### config.mk
export PLATFORM = sky130hd
export DESIGN_NAME = ifetch_unit
export DESIGN_NICKNAME = d
export VERILOG_FILES = /design/src/rtl/ifetch_unit.sv
export SDC_FILE = /design/constraint.sdc
export NUM_CORES = 1
export LEC_CHECK = 0
export ABC_CLOCK_PERIOD_IN_PS = 6300
export CAP_MARGIN = 20
export CORE_MARGIN = 10
export CORE_UTILIZATION = 51
export CTS_BUF_LIST = sky130_fd_sc_hd__clkbuf_16
export CTS_CLUSTER_SIZE = 20
export DETAILED_ROUTE_END_ITERATION = 12
export PLACE_DENSITY = 0.8
export SLEW_MARGIN = 20
export SYNTH_ARGS = -nofsm -noshare
export SYNTH_HDL_FRONTEND = slang
export SYNTH_SLANG_ARGS = --single-unit
### constraint.sdc
create_clock -name clk -period 6.3 [get_ports clk]
set_input_delay 0.63 -clock clk [delete_from_list [all_inputs] [get_ports clk]]
set_output_delay 0.63 -clock clk [all_outputs]
set_load 0.005 [all_outputs]
### src/rtl/ifetch_unit.sv
// rtl/ifetch_unit.sv - instruction fetch front end: PC, single-outstanding imem requests, decode FIFO
// Optional IFETCH_PERF_EN adds fetched/redirect/discarded performance counters.
module ifetch_unit #(
  parameter int                ADDR_W     = 32,
  parameter logic [ADDR_W-1:0] RESET_PC   = '0,
  parameter int                FIFO_DEPTH = 2
) (
  input  logic              clk,
  input  logic              rst,
  output logic              imem_req_valid,
  input  logic              imem_req_ready,
  output logic [ADDR_W-1:0] imem_req_addr,
  input  logic              imem_rsp_valid,
  input  logic [31:0]       imem_rsp_data,
  output logic              inst_valid,
  input  logic              inst_ready,
  output logic [31:0]       inst_data,
  output logic [ADDR_W-1:0] inst_pc,
  output logic [6:0]        opcode,
  input  logic              redirect_valid,
  input  logic [ADDR_W-1:0] redirect_pc
`ifdef IFETCH_PERF_EN
  ,
  output logic [31:0]       perf_fetched,
  output logic [31:0]       perf_redirects,
  output logic [15:0]       perf_discarded
`endif
);

  localparam logic [1:0] ST_IDLE = 2'd0;
  localparam logic [1:0] ST_REQ  = 2'd1;
  localparam logic [1:0] ST_WAIT = 2'd2;

  localparam int PTR_W = (FIFO_DEPTH > 1) ? $clog2(FIFO_DEPTH) : 1;
  localparam int CNT_W = PTR_W + 1;
  localparam logic [CNT_W-1:0] DEPTH_C = CNT_W'(FIFO_DEPTH);

  logic [1:0]        state_q, state_d;
  logic [ADDR_W-1:0] fetch_pc_q, fetch_pc_d;
  logic              discard_q, discard_d;
  logic [31:0]       data_q [FIFO_DEPTH];
  logic [ADDR_W-1:0] pc_q   [FIFO_DEPTH];
  logic [PTR_W-1:0]  rd_ptr_q, wr_ptr_q;
  logic [CNT_W-1:0]  count_q, count_d;
  logic [ADDR_W-1:0] redir_pc;
  logic              push, pop, rsp_drop;

  assign redir_pc = {redirect_pc[ADDR_W-1:2], 2'b00};

  assign inst_valid = (count_q != '0);
  assign pop        = inst_valid && inst_ready && !redirect_valid;
  assign push       = (state_q == ST_WAIT) && imem_rsp_valid && !discard_q && !redirect_valid;
  assign rsp_drop   = (state_q == ST_WAIT) && imem_rsp_valid && (discard_q || redirect_valid);

  assign inst_data = inst_valid ? data_q[rd_ptr_q] : '0;
  assign inst_pc   = inst_valid ? pc_q[rd_ptr_q] : '0;
  assign opcode    = inst_data[6:0];

  assign imem_req_valid = (state_q == ST_REQ);
  assign imem_req_addr  = fetch_pc_q;

  // count_d already includes this cycle's push/pop, so a slot seen free here
  // stays free until the reserved response lands.
  always_comb begin
    count_d = redirect_valid ? '0 : (count_q + CNT_W'(push) - CNT_W'(pop));
  end

  always_comb begin
    state_d    = state_q;
    fetch_pc_d = fetch_pc_q;
    discard_d  = discard_q;
    case (state_q)
      ST_IDLE: begin
        if (count_d < DEPTH_C) state_d = ST_REQ;
      end
      ST_REQ: begin
        if (imem_req_ready) begin
          fetch_pc_d = fetch_pc_q + ADDR_W'(4);
          state_d    = ST_WAIT;
          if (redirect_valid) discard_d = 1'b1;
        end
      end
      ST_WAIT: begin
        if (imem_rsp_valid) begin
          discard_d = 1'b0;
          state_d   = (count_d < DEPTH_C) ? ST_REQ : ST_IDLE;
        end else if (redirect_valid) begin
          discard_d = 1'b1;
        end
      end
      default: state_d = ST_IDLE;
    endcase
    if (redirect_valid) fetch_pc_d = redir_pc;
  end

  always_ff @(posedge clk or posedge rst) begin
    if (rst) begin
      state_q    <= ST_IDLE;
      fetch_pc_q <= RESET_PC;
      discard_q  <= 1'b0;
      rd_ptr_q   <= '0;
      wr_ptr_q   <= '0;
      count_q    <= '0;
      for (int i = 0; i < FIFO_DEPTH; i++) begin
        data_q[i] <= '0;
        pc_q[i]   <= '0;
      end
    end else begin
      state_q    <= state_d;
      fetch_pc_q <= fetch_pc_d;
      discard_q  <= discard_d;
      count_q    <= count_d;
      if (redirect_valid) begin
        rd_ptr_q <= '0;
        wr_ptr_q <= '0;
      end else begin
        if (push) begin
          data_q[wr_ptr_q] <= imem_rsp_data;
          pc_q[wr_ptr_q]   <= fetch_pc_q - ADDR_W'(4);
          wr_ptr_q         <= wr_ptr_q + PTR_W'(1);
        end
        if (pop) rd_ptr_q <= rd_ptr_q + PTR_W'(1);
      end
    end
  end

`ifdef IFETCH_PERF_EN
  always_ff @(posedge clk or posedge rst) begin
    if (rst) begin
      perf_fetched   <= '0;
      perf_redirects <= '0;
      perf_discarded <= '0;
    end else begin
      if (pop) perf_fetched <= perf_fetched + 32'd1;
      if (redirect_valid) perf_redirects <= perf_redirects + 32'd1;
      if (rsp_drop && (perf_discarded != 16'hFFFF)) perf_discarded <= perf_discarded + 16'd1;
    end
  end
`endif

endmodule

==> flow_summary.json, run 1 <==
{
  "cts_buffers": 17,
  "tritoncts_num_sinks": 161,
  "worstMarginPinSlew_ns": 1.13,
  "routed-via-count": 6117,
  "fin_crit_ns": 3.37,
  "antenna_found_initial": 0,
  "async_reset_ff_frac": 1.00,
  "globalRouteOverflowTotal": 0,
  "clk_root_buffer_cell": "sky130_fd_sc_hd__clkbuf_16",
  "synth_area_um2": 8140,
  "total_wirelength_of_the_detailed_routed_design_mm": 18.9,
  "ys_ff_latch": 161,
  "num-nets-final": 1001,
  "number_of_logic_stages_on_the_critical_path_including_buffering": 4,
  "routed_via_density": 5.29,
  "final_common_cell": "sky130_fd_sc_hd__clkdlybuf4s50_1",
  "slew_viol_final": 0,
  "hold_buffers": 0,
  "outcome": "finished, final reports clean",
  "syn_avg_cell_area_um2": 10.1,
  "netlist-cell-type-count": 42,
  "drive_above_1_share": 0.124,
  "cts-resized-gates": 0,
  "dp.final_hpwl_mm": 12.6,
  "avgRoutedWirePerCell_um": 16.3,
  "drv.max_cap_violation_count": 0,
  "via_count_of_the_first_global_routing_pass": 6117,
  "worstSetupEndpointType": "primary output",
  "setup_total_negative_slack_ns": 0,
  "setup_violating_endpoint_count_in_the_final_report": 0,
  "die_x_um": 146,
  "drt_iter0_drc": 203,
  "post-place-ws_ns": 2.84,
  "power_per_cell_area_nw_per_um2": 287,
  "drt_drc_violations_left": 0,
  "cts-htree-levels": 4,
  "detailedRoute.firstPassIterationCount": 5,
  "worst_hold_path_type": "flop to flop",
  "layout_common_cells": "sky130_fd_sc_hd__clkdlybuf4s50_1 (167), sky130_fd_sc_hd__dfrtp_1 (160), sky130_fd_sc_hd__nand2_1 (101)",
  "start_util": 0.516,
  "synth-seq-area-share": 0.495,
  "timing.reg2reg.worst_path_depth": 3,
  "path_delay_family": "buffers and inverters",
  "clk_pin_slew_worst_paths_ns": 0.06,
  "p_r_area_growth_vs_syn_pct": 28.0,
  "crit_arrival_ns": 2.74,
  "timing.critical_path.from_type": "flop",
  "area_enclosed_by_the_die_boundary_um2": 21400,
  "io_pins": 175,
  "cp_cell_sequence": "buf_4 -> mux2i_1 -> nor2_1 -> clkdlybuf4s50_1",
  "grt_util_all_layers": 0.175,
  "max_slew_margin": 0.241,
  "clock_tree_from_tritoncts": "done",
  "unrepaired_setup_endpoints_after_global_routing": "no",
  "critical-path-slowest-cell": "sky130_fd_sc_hd__dfrtp_4",
  "cts_setup_buffers": 0,
  "yosysWarnings": 0,
  "cp_data_required_time_ns": 5.67,
  "final.period_utilization": 0.535,
  "diodes": 0,
  "largest_fanout_of_any_net_on_the_critical_path": 42,
  "fin_cells": 1156,
  "worstSkewPairLatency_ns": 0.42,
  "port_buffers": 168,
  "maximum_number_of_pins_on_one_net_before_global_route_repair": 107,
  "fp.coreArea_um2": 15800,
  "max_freq_mhz": 297,
  "postLayoutSetupSlackWorst_ns": 2.93,
  "synth_edf_count": 0,
  "path_buf_inv": 2,
  "cpPeakStageDelay_ns": 0.69,
  "clock_path_buffers": 2,
  "final_hold_viol_count": 0,
  "power.ir.vdd_worst_mv": 0.225,
  "global_placement_routability_congestion": 0.791,
  "finClkSkew_ns": 0.0112,
  "main_synth_ff_type": "sky130_fd_sc_hd__dfrtp_1",
  "placementRows": 46,
  "die_y_um": 146,
  "grt_pass1_wl_mm": 31.0,
  "place_inst": 1124,
  "timing.hold.worst_path_depth": 2,
  "ant_nets": 0,
  "timing_worst_setup_path_type": "flop to primary output",
  "synthCells": 805,
  "static-leakage-power_nw": 4.28
}
through the flow:
step                total power, mW  instance area (um^2)  utilization  hold slack (ns)
finish                         2.98                 10400        0.661            0.478
global route                   3.14                 10400        0.661            0.496
CTS                            3.01                 10400        0.661            0.483
detailed placement             1.97                  9820        0.623            0.470
global placement               1.94                  9820        0.623            0.460
floorplan                      1.75                  8150            -            0.449
final cells by class:
class | instances | area [um^2]
sequential | 161 | 4030
clock inverter | 15 | 168
inverter | 11 | 46.3
tap | 216 | 270
clock buffer | 17 | 425
fill | 1313 | 5350
timing repair buffer | 172 | 1710
multi-input combinational | 564 | 3770
power breakdown:
| group | total [mW] | switching, mW | leakage, nW | internal [mW] |
|---|---|---|---|---|
| sequential | 1.38 | 0.149 | 2.14 | 1.23 |
| combinational | 0.571 | 0.258 | 1.85 | 0.313 |
| clock | 1.04 | 0.415 | 0.286 | 0.620 |
tightest hold or removal path, stage by stage (launching register included):
cell and delay (ns):
sky130_fd_sc_hd__dfrtp_1 0.34, sky130_fd_sc_hd__nand2_1 0.05, sky130_fd_sc_hd__o21ai_0 0.06
Yosys cell counts (3+ instances only):
cell type / count / share of area
sky130_fd_sc_hd__nand2_1: 102 / 0.047
sky130_fd_sc_hd__nand3_1: 17 / 0.010
sky130_fd_sc_hd__xor2_1: 34 / 0.037
sky130_fd_sc_hd__mux2_2: 68 / 0.094
sky130_fd_sc_hd__nor2_1: 82 / 0.038
sky130_fd_sc_hd__or4_1: 6 / 0.0055
sky130_fd_sc_hd__nor2b_1: 4 / 0.0031
sky130_fd_sc_hd__o21ai_1: 4 / 0.0025
sky130_fd_sc_hd__or4_4: 3 / 0.0042
sky130_fd_sc_hd__nand4_1: 13 / 0.010
sky130_fd_sc_hd__inv_1: 11 / 0.0051
sky130_fd_sc_hd__nor4_1: 7 / 0.0054
sky130_fd_sc_hd__nand3b_1: 3 / 0.0028
sky130_fd_sc_hd__dfrtp_1: 161 / 0.50
sky130_fd_sc_hd__buf_4: 12 / 0.011
sky130_fd_sc_hd__mux2i_1: 63 / 0.078
sky130_fd_sc_hd__xnor2_1: 24 / 0.026
sky130_fd_sc_hd__clkbuf_1: 50 / 0.023
sky130_fd_sc_hd__o21ai_0: 79 / 0.049
sky130_fd_sc_hd__or3_1: 5 / 0.0038
sky130_fd_sc_hd__buf_1: 7 / 0.0032
sky130_fd_sc_hd__nor3_1: 12 / 0.0074
sky130_fd_sc_hd__ha_1: 4 / 0.0062
sky130_fd_sc_hd__nand4b_1: 4 / 0.0043
sky130_fd_sc_hd__and4_1: 6 / 0.0065
state kept, by name, summed over array words and instances, names as in the netlist:
name,cells
pc_q,60
discard_q,1
data_q,64
imem_req_addr,30
wr_ptr_q,1
state_q,2
rd_ptr_q,1
count_q,2
routing by layer:
metal,vias to the layer above,part of all wire,global-route usage
met2,174,0.47,0.278
met3,20,0.062,0.0535
met5,-,0,0
li1,2975,-,-
met4,0,0.013,0.0556
met1,2948,0.45,0.223
cells by family (layout without fill, tap and decap cells):
logic type,count (synthesis),after routing,synth area share
AOI/OAI and AO/OA,93,93,0.0601
xor gates and xnor gates,58,58,0.0624
adders and majority gates,4,4,0.00615
buffers and inverters,83,215,0.0458
DFF,161,161,0.495
muxes,131,131,0.172
other,1,4,0.000461
and+or+nand+nor,274,274,0.158
worst paths after layout:
kind                                             start                     end  slack, ns
worst max-delay path              rd_ptr_q$_DFFE_PP0P_             inst_pc[17]       2.93
min in group asynchronous                          rst  data_q[29]$_DFFE_PP0P_       0.80
worst min register to register     pc_q[6]$_DFFE_PP0P_     pc_q[6]$_DFFE_PP0P_       0.48
worst max register to register  state_q[0]$_DFFE_PP0P_  data_q[24]$_DFFE_PP0P_       3.44
worst min-delay path               pc_q[6]$_DFFE_PP0P_     pc_q[6]$_DFFE_PP0P_       0.48
max in group asynchronous                          rst  data_q[40]$_DFFE_PP0P_       4.22
Power figures use the tool's default switching activity.
==> run 2, diff against run 1 <==
--- a/config.mk
+++ b/config.mk
@@ -5,14 +5,14 @@
 export SDC_FILE = /design/constraint.sdc
 export NUM_CORES = 1
 export LEC_CHECK = 0
-export ABC_CLOCK_PERIOD_IN_PS = 6300
+export ABC_CLOCK_PERIOD_IN_PS = 2930
 export CAP_MARGIN = 20
 export CORE_MARGIN = 10
-export CORE_UTILIZATION = 51
+export CORE_UTILIZATION = 46
 export CTS_BUF_LIST = sky130_fd_sc_hd__clkbuf_16
 export CTS_CLUSTER_SIZE = 20
 export DETAILED_ROUTE_END_ITERATION = 12
-export PLACE_DENSITY = 0.8
+export PLACE_DENSITY = 0.76
 export SLEW_MARGIN = 20
 export SYNTH_ARGS = -nofsm -noshare
 export SYNTH_HDL_FRONTEND = slang
==> constraint.sdc (replaced) <==
create_clock -name clk -period 2.93 [get_ports clk]
set_input_delay 0.293 -clock clk [delete_from_list [all_inputs] [get_ports clk]]
set_output_delay 0.293 -clock clk [all_outputs]
set_load 0.005 [all_outputs]
==> run 2 against run 1 <==
Sequential share of layout area fell by 0.76 points. Critical endpoint is now inst_data[19]. Die area rose by 9.3%. Via count rose by 0.93%. Cell area rose by 2.0%. Wire length rose by 3.3%. Register-to-register slack got worse by 3.1 ns. Global-route usage fell by 0.81 points. Worst hold slack got worse by 0.099 ns. Count of clock-buffer cells in the layout did not move. Clock power rose by 120%.
==> flow_summary.json, run 2 (synthesis gave the netlist of run 1 again) <==
{
  "via_count_of_the_first_global_routing_pass": 6213,
  "cts_buffers": 17,
  "detailedRoute.firstPassIterationCount": 4,
  "post-route-util": 0.614,
  "largest_fanout_of_any_net_on_the_critical_path": 27,
  "clk_pin_slew_worst_paths_ns": 0.06,
  "cp_data_required_time_ns": 2.64,
  "diodes": 0,
  "fp.coreArea_um2": 17300,
  "start_util": 0.470,
  "clk_root_buffer_cell": "sky130_fd_sc_hd__clkbuf_16",
  "cts-resized-gates": 0,
  "drive_above_1_share": 0.142,
  "postLayoutSetupSlackWorst_ns": 0.248,
  "routed-via-count": 6174,
  "largest_register_ff_count": 64,
  "cts-htree-levels": 4,
  "total_wirelength_of_the_detailed_routed_design_mm": 19.5,
  "path_delay_family": "buffers and inverters",
  "antenna_found_initial": 0,
  "timing_worst_setup_path_type": "flop to primary output",
  "final_common_cell": "sky130_fd_sc_hd__clkdlybuf4s50_1",
  "p_r_area_growth_vs_syn_pct": 30.6,
  "clock_tree_from_tritoncts": "done",
  "critical-path-slowest-cell": "sky130_fd_sc_hd__dfrtp_4",
  "nFillCells": 1459,
  "port_buffers": 168,
  "globalRouteOverflowTotal": 0,
  "area_enclosed_by_the_die_boundary_um2": 23400,
  "cpPeakStageDelay_ns": 0.75,
  "setup_total_negative_slack_ns": 0,
  "finClkSkew_ns": 0.0104,
  "final.period_utilization": 0.915,
  "avgRoutedWirePerCell_um": 16.5,
  "most_flops_register": "data_q",
  "tritoncts_num_sinks": 161,
  "final_hold_viol_count": 0,
  "worstSetupEndpointType": "primary output",
  "outcome": "finished, final reports clean",
  "die_x_um": 153,
  "unrepaired_setup_endpoints_after_global_routing": "no",
  "setup_violating_endpoint_count_in_the_final_report": 0,
  "cp_cell_sequence": "buf_4 -> mux2i_1 -> nor2_1 -> clkdlybuf4s50_1",
  "worstSkewPairLatency_ns": 0.42,
  "die_y_um": 153,
  "max_slew_margin": 0.493,
  "drt_drc_violations_left": 0,
  "drt_iter0_drc": 270,
  "global_placement_routability_congestion": 0.815,
  "cts_setup_buffers": 0,
  "max_freq_mhz": 373,
  "num-nets-final": 1017,
  "worst_hold_path_type": "input port to asynchronous set/reset pin",
  "slew_viol_final": 0,
  "path_buf_inv": 2,
  "drv.max_cap_violation_count": 0,
  "ant_nets": 0,
  "grt_pass1_wl_mm": 32.5,
  "placementRows": 48,
  "worstMarginPinSlew_ns": 0.760,
  "power.ir.vdd_worst_mv": 0.427,
  "crit_arrival_ns": 2.39,
  "layout_common_cells": "sky130_fd_sc_hd__clkdlybuf4s50_1 (167), sky130_fd_sc_hd__dfrtp_1 (160), sky130_fd_sc_hd__nand2_1 (101)",
  "grt_util_all_layers": 0.166,
  "fin_crit_ns": 2.68,
  "io_pins": 175,
  "timing.critical_path.from_type": "flop",
  "dp.final_hpwl_mm": 13.5,
  "static-leakage-power_nw": 4.38,
  "post-place-ws_ns": 0.388,
  "routed_via_density": 5.23,
  "maximum_number_of_pins_on_one_net_before_global_route_repair": 100,
  "clock_path_buffers": 2,
  "hold_buffers": 0,
  "power_per_cell_area_nw_per_um2": 617
}
run 2: cell types whose count changed in the layout (fill, tap and decap cells not counted):
cell / before / now
sky130_fd_sc_hd__clkinv_2: 2 / 1
sky130_fd_sc_hd__inv_8: 0 / 3
sky130_fd_sc_hd__clkinv_4: 1 / 0
sky130_fd_sc_hd__inv_1: 12 / 10
sky130_fd_sc_hd__clkinv_1: 1 / 0
sky130_fd_sc_hd__buf_4: 4 / 16
sky130_fd_sc_hd__buf_12: 0 / 4
sky130_fd_sc_hd__inv_6: 3 / 5
run 2: routing by layer:
| metal | GRT usage | share of wire | wire length [um] |
|---|---|---|---|
| met5 | 0 | 0 | 0 |
| met4 | 0.0527 | 0.012 | 229 |
| met3 | 0.0511 | 0.057 | 1110 |
| met2 | 0.265 | 0.47 | 9270 |
| met1 | 0.212 | 0.46 | 8910 |
run 2: worst paths after layout:
path | from | end | slack, ns | depth (start not counted)
setup reg to reg | imem_req_addr[3]$_DFFE_PP0P_ | pc_q[55]$_DFFE_PP0P_ | 0.38 | 5
max in group asynchronous | rst | data_q[24]$_DFFE_PP0P_ | 1.92 | 3
hold reg to reg | pc_q[46]$_DFFE_PP0P_ | pc_q[46]$_DFFE_PP0P_ | 0.48 | 2
setup / recovery | rd_ptr_q$_DFFE_PP0P_ | inst_data[19] | 0.25 | 4
hold / removal | rst | data_q[30]$_DFFE_PP0P_ | 0.38 | 3
min in group clk | redirect_pc[25] | imem_req_addr[25]$_DFFE_PP0P_ | 0.42 | 3
run 2: where the power goes:
group          total [mW]  switching [mW]  internal (mW)  leakage [nW]
Clock                2.33           0.960           1.37         0.297
Sequential           2.94           0.298           2.64          2.14
Combinational        1.29           0.593          0.695          1.95
Total                6.56            1.85           4.71          4.38
run 2: layout make-up:
cell class                 instances  area (um^2)  share of cell area
clock buffer                      17          425              0.0400
clock inverter                    15          195              0.0184
inverter                          11         45.0             0.00424
multi-input combinational        564         3770               0.355
sequential                       161         4030               0.380
tap                              225          282              0.0265
timing repair buffer             188         1880               0.177
run 2: worst register-to-register path: stages (launching register included):
cell,delay (ns)
sky130_fd_sc_hd__dfrtp_1,0.45
sky130_fd_sc_hd__or4_1,0.58
sky130_fd_sc_hd__or4_4,0.56
sky130_fd_sc_hd__or4_4,0.52
sky130_fd_sc_hd__xor2_1,0.24
sky130_fd_sc_hd__o21ai_2,0.07
run 2: per-stage QoR:
stage / hold WS, ns / total power, mW / instance area [um^2] / instances
finish: 0.379 / 6.56 / 10600 / 1181
global route: 0.417 / 6.93 / 10600 / 1181
detailed placement: 0.467 / 4.28 / 10000 / 1149
CTS: 0.401 / 6.63 / 10600 / 1181
floorplan: 0.398 / 3.77 / 8150 / 808
global placement: 0.460 / 4.22 / 10000 / 1149
==> run 3, diff against run 2 <==
--- a/config.mk
+++ b/config.mk
@@ -7,7 +7,6 @@
 export LEC_CHECK = 0
 export ABC_CLOCK_PERIOD_IN_PS = 2930
 export CAP_MARGIN = 20
-export CORE_MARGIN = 10
 export CORE_UTILIZATION = 46
 export CTS_BUF_LIST = sky130_fd_sc_hd__clkbuf_16
 export CTS_CLUSTER_SIZE = 20
==> run 3 against run 2 <==
Critical path depth is the same. Cell count hardly changed. Maximum frequency grew 6.2%. Cell area rose by 0.15%. Utilization grew 0.094 points.
==> flow_summary.json, run 3 (synthesis gave the netlist of run 1 again) <==
{
  "largest_fanout_of_any_net_on_the_critical_path": 25,
  "io_pins": 175,
  "placementRows": 48,
  "path_delay_family": "buffers and inverters",
  "start_util": 0.470,
  "final_common_cell": "sky130_fd_sc_hd__clkdlybuf4s50_1",
  "cts-resized-gates": 0,
  "layout_common_cells": "sky130_fd_sc_hd__clkdlybuf4s50_1 (167), sky130_fd_sc_hd__dfrtp_1 (160), sky130_fd_sc_hd__nand2_1 (101)",
  "cts_buffers": 17,
  "clock_tree_from_tritoncts": "done",
  "total_wirelength_of_the_detailed_routed_design_mm": 17.9,
  "hold_buffers": 0,
  "switching_share_of_power": 0.271,
  "clk_root_buffer_cell": "sky130_fd_sc_hd__clkbuf_16",
  "cts-htree-levels": 4,
  "worst_hold_path_type": "input port to flop",
  "slew_viol_final": 0,
  "setup_total_negative_slack_ns": 0,
  "drive_above_1_share": 0.140,
  "via_count_of_the_first_global_routing_pass": 5833,
  "most_flops_register": "data_q",
  "rr_startpoint": "imem_req_addr[3]$_DFFE_PP0P_",
  "cp_cell_sequence": "buf_12 -> mux2i_1 -> nor2_1 -> clkdlybuf4s50_1",
  "fp.coreArea_um2": 17300,
  "timing.critical_path.from": "rd_ptr_q$_DFFE_PP0P_",
  "final.period_utilization": 0.862,
  "maximum_number_of_pins_on_one_net_before_global_route_repair": 162,
  "worstMarginPinSlew_ns": 0.839,
  "ant_nets": 0,
  "path_buf_inv": 2,
  "worstSkewPairLatency_ns": 0.42,
  "cts_setup_buffers": 0,
  "max_slew_margin": 0.441,
  "sequentialPowerShare": 0.451,
  "largest_register_ff_count": 64,
  "setup_violating_endpoint_count_in_the_final_report": 0,
  "die_x_um": 135,
  "power.ir.vdd_worst_mv": 0.407,
  "fin_crit_ns": 2.53,
  "port_buffers": 168,
  "p_sw_mw": 1.77,
  "tritoncts_num_sinks": 161,
  "grt_pass1_wl_mm": 29.3,
  "timing.critical_path.from_type": "flop",
  "routed_via_density": 5.20,
  "clk_pin_slew_worst_paths_ns": 0.06,
  "diodes": 0,
  "worstSetupEndpointType": "primary output",
  "unrepaired_setup_endpoints_after_global_routing": "no",
  "num-nets-final": 1018,
  "timing.hold.worst.start": "redirect_pc[30]",
  "timing_worst_setup_path_type": "flop to primary output",
  "finClkSkew_ns": 0.00966,
  "antenna_found_initial": 0,
  "post-route-util": 0.615,
  "die_y_um": 135,
  "power_frac_clock": 0.354,
  "drt_iter0_drc": 260,
  "final_hold_viol_count": 0,
  "routed-via-count": 6141,
  "detailedRoute.firstPassIterationCount": 4,
  "critical-path-slowest-cell": "sky130_fd_sc_hd__dfrtp_4",
  "cp_data_required_time_ns": 2.64,
  "p_r_area_growth_vs_syn_pct": 30.8,
  "max_freq_mhz": 396,
  "static-leakage-power_nw": 4.39,
  "drv.max_cap_violation_count": 0,
  "crit_arrival_ns": 2.23,
  "dp.final_hpwl_mm": 12.0,
  "holdWs_ns": 0.428,
  "p_int_mw": 4.76,
  "drt_drc_violations_left": 0,
  "power_per_cell_area_nw_per_um2": 614,
  "clock_path_buffers": 2,
  "outcome": "finished, final reports clean",
  "global_placement_routability_congestion": 0.817,
  "globalRouteOverflowTotal": 0,
  "area_enclosed_by_the_die_boundary_um2": 18200,
  "grt_util_all_layers": 0.205,
  "avgRoutedWirePerCell_um": 15.1,
  "combinationalPowerShare": 0.195,
  "cpPeakStageDelay_ns": 0.73
}
[run 3: final timing paths]
path,to,slack [ns],cells after the start
setup / recovery,inst_data[9],0.40,4
hold / removal,imem_req_addr[30]$_DFFE_PP0P_,0.43,3
setup reg to reg,pc_q[55]$_DFFE_PP0P_,0.41,5
hold reg to reg,pc_q[6]$_DFFE_PP0P_,0.48,2
max in group asynchronous,rd_ptr_q$_DFFE_PP0P_,1.81,3
min in group asynchronous,data_q[5]$_DFFE_PP0P_,0.49,3
[run 3: layout make-up]
type                            count  area [um^2]
Timing Repair Buffer              189         1900
Multi-Input combinational cell    564         3770
Fill cell                        1438         6660
Clock buffer                       17          425
Clock inverter                     15          191
Inverter                           11         45.0
Sequential cell                   161         4030
Tap cell                          225          282
[run 3: worst register-to-register path, stage by stage (launching register included)]
cell	delay, ns
sky130_fd_sc_hd__dfrtp_1	0.45
sky130_fd_sc_hd__or4_1	0.56
sky130_fd_sc_hd__or4_4	0.56
sky130_fd_sc_hd__or4_4	0.52
sky130_fd_sc_hd__xor2_1	0.24
sky130_fd_sc_hd__o21ai_2	0.07
[run 3: power groups by stage]
stage / clock [mW] / sequential [mW] / combinational (mW)
after CTS: 2.36 / 2.94 / 1.29
final: 2.31 / 2.94 / 1.27
after floorplan: 0 / 2.87 / 0.895
after detailed placement: 0 / 2.98 / 1.28
after global placement: 0 / 2.96 / 1.25
after global routing: 2.44 / 3.00 / 1.44
[run 3: metrics by stage]
stage / setup slack, ns / std cells / total power [mW] / instance area [um^2]
global placement: 0.434 / 1150 / 4.21 / 10000
detailed placement: 0.405 / 1150 / 4.26 / 10000
finish: 0.404 / 1182 / 6.53 / 10600
global route: 0.296 / 1182 / 6.88 / 10600
CTS: 0.373 / 1182 / 6.59 / 10600
floorplan: 0.339 / 808 / 3.77 / 8150
[run 3: routing by layer]
layer,vias to the layer above,GRT usage,share of wire,wire length (um)
met4,0,0.0630,0.015,270
met3,21,0.0390,0.047,834
li1,3001,-,-,-
met1,2946,0.280,0.47,8400
met2,173,0.330,0.47,8380
met5,-,0,0,0
